File: config.mk
export PLATFORM = sky130hd
export DESIGN_NAME = program_counter_stack
export DESIGN_NICKNAME = d
export VERILOG_FILES = /design/src/rtl/program_counter_stack.sv
export SDC_FILE = /design/constraint.sdc
export NUM_CORES = 1
export LEC_CHECK = 0
export ABC_AREA = 1
export CORE_MARGIN = 1
export CORE_UTILIZATION = 40
export CTS_BUF_LIST = sky130_fd_sc_hd__clkbuf_4 sky130_fd_sc_hd__clkbuf_8
export DETAILED_ROUTE_END_ITERATION = 8
export GPL_ROUTABILITY_DRIVEN = 1
export PLACE_DENSITY_LB_ADDON = 0.3
export SKIP_LAST_GASP = 1
export SYNTH_ARGS = -nofsm -noshare
export SYNTH_HDL_FRONTEND = slang
export SYNTH_SLANG_ARGS = --single-unit
export TNS_END_PERCENT = 20
File: constraint.sdc
create_clock -name i_clk -period 1.4 [get_ports i_clk]
set_input_delay 0.21 -clock i_clk [delete_from_list [all_inputs] [get_ports i_clk]]
set_output_delay 0.21 -clock i_clk [all_outputs]
set_load 0.05 [all_outputs]
File: src/rtl/program_counter_stack.sv
// Program counter with a hardware return-address stack.
// Commands per cycle, highest priority first: call, ret, load, count.
// Optional macro PC_STACK_GUARD_EN: when defined, a call on a full stack or a
// ret on an empty stack is blocked and raises a sticky o_err. When undefined,
// such a call still jumps but drops its return address, such a ret sends the
// PC to 0, and o_err is tied low.
module program_counter_stack #(
    parameter int WIDTH   = 4,
    parameter int DEPTH   = 4,
    parameter int MODULUS = 2**WIDTH
) (
    input  logic             i_clk,
    input  logic             i_rst_n,
    input  logic             i_load,
    input  logic             i_count,
    input  logic             i_call,
    input  logic             i_ret,
    input  logic             i_enable,
    input  logic [WIDTH-1:0] i_bus,
    output logic [WIDTH-1:0] o_bus,
    output logic [WIDTH-1:0] o_pc,
    output logic             o_tc,
    output logic             o_empty,
    output logic             o_full,
    output logic             o_err
);

    localparam int SPW  = $clog2(DEPTH + 1);
    localparam int IDXW = (DEPTH > 1) ? $clog2(DEPTH) : 1;
    localparam logic [WIDTH-1:0] TOP    = WIDTH'(MODULUS - 1);
    localparam logic [SPW-1:0]   SP_MAX = SPW'(DEPTH);

    logic [WIDTH-1:0] pc_q, pc_d;
    logic [SPW-1:0]   sp_q, sp_d;
    logic [WIDTH-1:0] stack_q [DEPTH];
    logic [WIDTH-1:0] succ;
    logic [IDXW-1:0]  wr_idx, top_idx;
    logic             push;
    logic             empty, full;

    assign empty   = (sp_q == '0);
    assign full    = (sp_q == SP_MAX);
    assign wr_idx  = IDXW'(sp_q);
    assign top_idx = IDXW'(sp_q - 1'b1);

    // Loaded values may sit above the wrap point, so compare with >= rather than ==.
    assign succ = (pc_q >= TOP) ? '0 : pc_q + 1'b1;

    assign o_pc    = pc_q;
    assign o_bus   = i_enable ? pc_q : '0;
    assign o_tc    = i_count & (pc_q == TOP);
    assign o_empty = empty;
    assign o_full  = full;

    // Next-state selection: one command per cycle, call wins over everything.
    always_comb begin
        pc_d = pc_q;
        sp_d = sp_q;
        push = 1'b0;
        if (i_call) begin
            if (!full) begin
                push = 1'b1;
                sp_d = sp_q + 1'b1;
                pc_d = i_bus;
            end else begin
`ifndef PC_STACK_GUARD_EN
                // Jump anyway; the return address is lost.
                pc_d = i_bus;
`endif
            end
        end else if (i_ret) begin
            if (!empty) begin
                pc_d = stack_q[top_idx];
                sp_d = sp_q - 1'b1;
            end else begin
`ifndef PC_STACK_GUARD_EN
                pc_d = '0;
`endif
            end
        end else if (i_load) begin
            pc_d = i_bus;
        end else if (i_count) begin
            pc_d = succ;
        end
    end

    // PC and stack pointer registers.
    always_ff @(posedge i_clk or negedge i_rst_n) begin
        if (!i_rst_n) begin
            pc_q <= '0;
            sp_q <= '0;
        end else begin
            pc_q <= pc_d;
            sp_q <= sp_d;
        end
    end

    // Stack storage needs no reset: entries above the pointer are never read.
    always_ff @(posedge i_clk) begin
        if (push) stack_q[wr_idx] <= succ;
    end

`ifdef PC_STACK_GUARD_EN
    logic err_q;
    logic fault;

    assign fault = (i_call & full) | (~i_call & i_ret & empty);
    assign o_err = err_q;

    // Sticky fault flag, cleared only by reset.
    always_ff @(posedge i_clk or negedge i_rst_n) begin
        if (!i_rst_n) err_q <= 1'b0;
        else if (fault) err_q <= 1'b1;
    end
`else
    assign o_err = 1'b0;
`endif

endmodule

==> out/results.txt <==
The highest layer touched by signal routing is met4. The TritonCTS sink count is 23. The floorplan has 20 rows.

The worst-path cell with the longest stage delay is sky130_fd_sc_hd__dfrtp_2. The run gives 0.9981 as the last weighted congestion value of the routability-driven placer. Library cell used as clock root buffer: sky130_fd_sc_hd__clkbuf_4. The tools report the net total in the final layout as 225. The final instance count without filler cells is 251, and the total placed instance area is 0.001917 mm2. The detail route stage leaves a number of antenna-violating nets equal to 0. Summing all multi-input logic gate instances after layout gives 596.8 um2.

The total area inside the core boundary comes to 0.003103 mm2. The pre-antenna-repair detailed-routing pass consisted of 4 iterations. The overflow left after global routing came out at 0. In the routed design, unresolved DRC markers number 0. In this run the static leakage power is 0.9344 nW.

The fraction of final layout cells sized beyond drive strength 1 came out at 0.3671. Compared with the post-synthesis result, the final layout area differs by 51.17%. The Yosys step of the flow raised 0 warnings. The synthesized netlist occupies a cell area of 0.001333 mm2. The worst-case IR drop observed on VDD is 1264 uV. The tightest hold path in the finished design has a slack of 0.1866 ns. STA classifies the critical path startpoint as a register. The level count of the clock H-tree was 1. Summed over all failing endpoints, the final setup total negative slack is -1.192 ns. Across the run, the number of max-cap violations was 0.

Wire segments on met3 add up to 189 um in the final route. The initial antenna violation count was 0. Traced cell by cell, the critical path runs through inv_8 -> ha_4 -> nand2_2 -> buf_6 -> inv_2 -> buf_12. Setup repair after global routing could not meet its margin everywhere. The register area share after synthesis is 0.4920.

Buffers inserted to repair hold after CTS numbered 0. Clock slew at the register clock pins of the worst setup and hold paths: 0.12 ns. The sum of routed wire segments on met1 came out at 1.464 mm. The final cell utilization of the core is 0.6492, and the delay of the slowest critical-path stage is 0.46 ns. By area the synthesized netlist is led by sky130_fd_sc_hd__edfxtp_1, sky130_fd_sc_hd__dfrtp_1, sky130_fd_sc_hd__nand2_1.

Via count of the first global-routing pass: 1150. The biggest area contributor in the post-synthesis netlist is sky130_fd_sc_hd__edfxtp_1. When the netlist entered floorplanning its net count stood at 172.

Broken down by cell family, the worst path's largest delay share belongs to flip-flops. At the later pin of the worst-skew pair, clock insertion delay measures 0.30 ns. The final cell area excluding filler cells was 0.002014 mm2; the per-instance average area after synthesis was 8.597 um2.

Across the whole layout, storage elements account for 659.4 um2. The floorplan step defined a die boundary enclosing 0.003566 mm2. 0 antenna diodes ended up in the layout. Detailed placer's ending HPWL: 2.716 mm. The tools report the endpoint class of the critical path as a primary output. Wires add up to 3.353 mm. After detailed routing, the average wire length per cell comes to 13.36 um. Total track usage: 0.2110. The number of I/O port buffers is 21. For the final database, setup skew stands at 0.005551 ns.

The first global-routing pass estimated 5.319 mm of wire. Using the TritonRoute via totals, the vias-per-cell ratio works out to 4.793. Entering global routing, the biggest net connects 13 pins.

After synthesis, the netlist uses 27 different library cells. The final reports fail on negative setup slack. The tools report the via count as 1203.

Met2 wirelength from detailed routing: 1.658 mm. The worst setup slack after layout came out at -0.1472 ns. The cell count after synthesis came out at 155. For this block, the initial DRC count from the detailed router was 42.

The largest fanout on the critical path was 2. The share of the clock period used by the worst path after layout came out at 1.105. The effective utilization at floorplan was 0.4294.

The final number of max-transition violations is 0, and the highest attainable clock frequency is 646.3 MHz. TritonCTS built the clock tree. The number of failing hold endpoints at the final stage is 0, and the height of the die is 59.72 um. The run finished, with violations left. The routed design could run at a clock period as short as 1.547 ns. Counting the fill cells in the layout gives 264. The die is 59.72 um wide. The power density relative to cell area was 2006 mW/mm2; the number of placed cells counting well taps was 244.

The clock passes through at most 2 buffers. After synthesis the netlist holds a flip-flop and latch count of 23. The proportion of netlist area held by the largest area contributor came out at 0.3606. 23 I/O pins were placed.

For the critical path data arrival time, the log shows 1.34 ns. Counting the buffers created by CTS gives 3. The min-delay analysis places its worst path in the category in -> async. Setup violations remaining at the end of the flow were counted as 19. The worst path buffer plus inverter count is 4. The category of the most critical setup path is reg -> out.

STA puts the critical path data required time at 1.19 ns.
state kept, by name, summed over array words and instances (netlist names):
name / count
o_pc: 4
stack_q: 16
sp_q: 3
worst reg2reg max path, stage by stage (launching register included):
cell,delay [ns]
sky130_fd_sc_hd__dfrtp_2,0.43
sky130_fd_sc_hd__buf_4,0.14
sky130_fd_sc_hd__buf_4,0.12
sky130_fd_sc_hd__ha_1,0.17
sky130_fd_sc_hd__inv_1,0.07
sky130_fd_sc_hd__nor2_1,0.29
cell type report:
type                            count  area share
Multi-Input combinational cell    102      0.2963
Timing Repair Buffer               52      0.2820
Inverter                           26     0.05217
Tap cell                           44     0.02733
Clock buffer                        4     0.01491
Sequential cell                    23      0.3273
final timing paths:
kind                                       to  depth (start not counted)      from  slack [ns]
worst max-delay path                   o_full                          6   sp_q[0]       -0.15
worst min-delay path                  sp_q[1]                          1   i_rst_n        0.19
worst max register to register  stack_q[3][0]                          5   sp_q[0]       -0.13
worst min register to register        o_pc[3]                          3   o_pc[3]        0.74
max in group asynchronous             o_pc[1]                          1   i_rst_n        0.90
min in group i_clk                    o_pc[3]                          5  i_bus[3]        0.60
through the flow:
step                power (mW)  worst slack (ns)
floorplan                2.436           -0.1874
global placement         3.474          -0.07563
detailed placement       3.553           -0.1331
CTS                      4.032           -0.1491
global route             4.282           -0.2042
finish                   4.040           -0.1472
logic make-up after synthesis:
kind of cell | count (synthesis) | share of synthesized area
other | 1 | 0.002814
buffers and inverters | 30 | 0.1005
AO/OA/AOI/OAI | 17 | 0.06761
XOR/XNOR | 3 | 0.02536
flip-flops | 23 | 0.4920
adder cells (fa/ha/maj) | 6 | 0.05634
AND/OR/NAND/NOR | 75 | 0.2554
cells in the final DEF, fill, tap and decap left out, types with 7 or more instances in the layout:
cell type	count
sky130_fd_sc_hd__nand2_1	40
sky130_fd_sc_hd__buf_4	27
sky130_fd_sc_hd__inv_1	16
sky130_fd_sc_hd__edfxtp_1	16
sky130_fd_sc_hd__nand3_1	14
sky130_fd_sc_hd__buf_12	11
sky130_fd_sc_hd__clkdlybuf4s50_1	10
sky130_fd_sc_hd__inv_2	8
sky130_fd_sc_hd__nor2_1	8
sky130_fd_sc_hd__a21oi_1	7
synthesized netlist by cell type:
library cell	n
sky130_fd_sc_hd__nand4_1	1
sky130_fd_sc_hd__nand3_2	2
sky130_fd_sc_hd__edfxtp_1	16
sky130_fd_sc_hd__xnor2_1	1
sky130_fd_sc_hd__nor2_4	1
sky130_fd_sc_hd__buf_4	3
sky130_fd_sc_hd__inv_2	4
sky130_fd_sc_hd__nand2_2	2
sky130_fd_sc_hd__nor2_1	10
sky130_fd_sc_hd__inv_4	1
sky130_fd_sc_hd__xor2_1	1
sky130_fd_sc_hd__o22ai_1	1
sky130_fd_sc_hd__nand2_1	41
sky130_fd_sc_hd__a21oi_1	8
sky130_fd_sc_hd__dfrtp_1	7
sky130_fd_sc_hd__buf_6	1
sky130_fd_sc_hd__o21ai_2	1
sky130_fd_sc_hd__clkinv_1	1
sky130_fd_sc_hd__nor2_2	2
sky130_fd_sc_hd__ha_1	6
sky130_fd_sc_hd__nand2_4	1
sky130_fd_sc_hd__inv_1	20
sky130_fd_sc_hd__o21ai_0	3
sky130_fd_sc_hd__o21ai_1	4
sky130_fd_sc_hd__conb_1	1
sky130_fd_sc_hd__nand3_1	15
sky130_fd_sc_hd__xor2_2	1
where the power goes:
part,internal [mW],switching (mW)
sequential,1.00,0.124
combinational,1.21,1.39
clock,0.130,0.186
timing repair:
item / in CTS / in global routing
setup buffers: 4 / 0
hold endpoints to repair: 0 / 0
pin swaps: 2 / 1
endpoints found under the setup margin: 24 / 25
resized for setup: 11 / 5
layer usage:
metal	vias to the layer above	track usage
li1	595	-
met5	-	0
met2	42	0.3587
met4	0	0.08638
met3	4	0.03896
met1	562	0.2629
(Power assumes the default switching activity.)
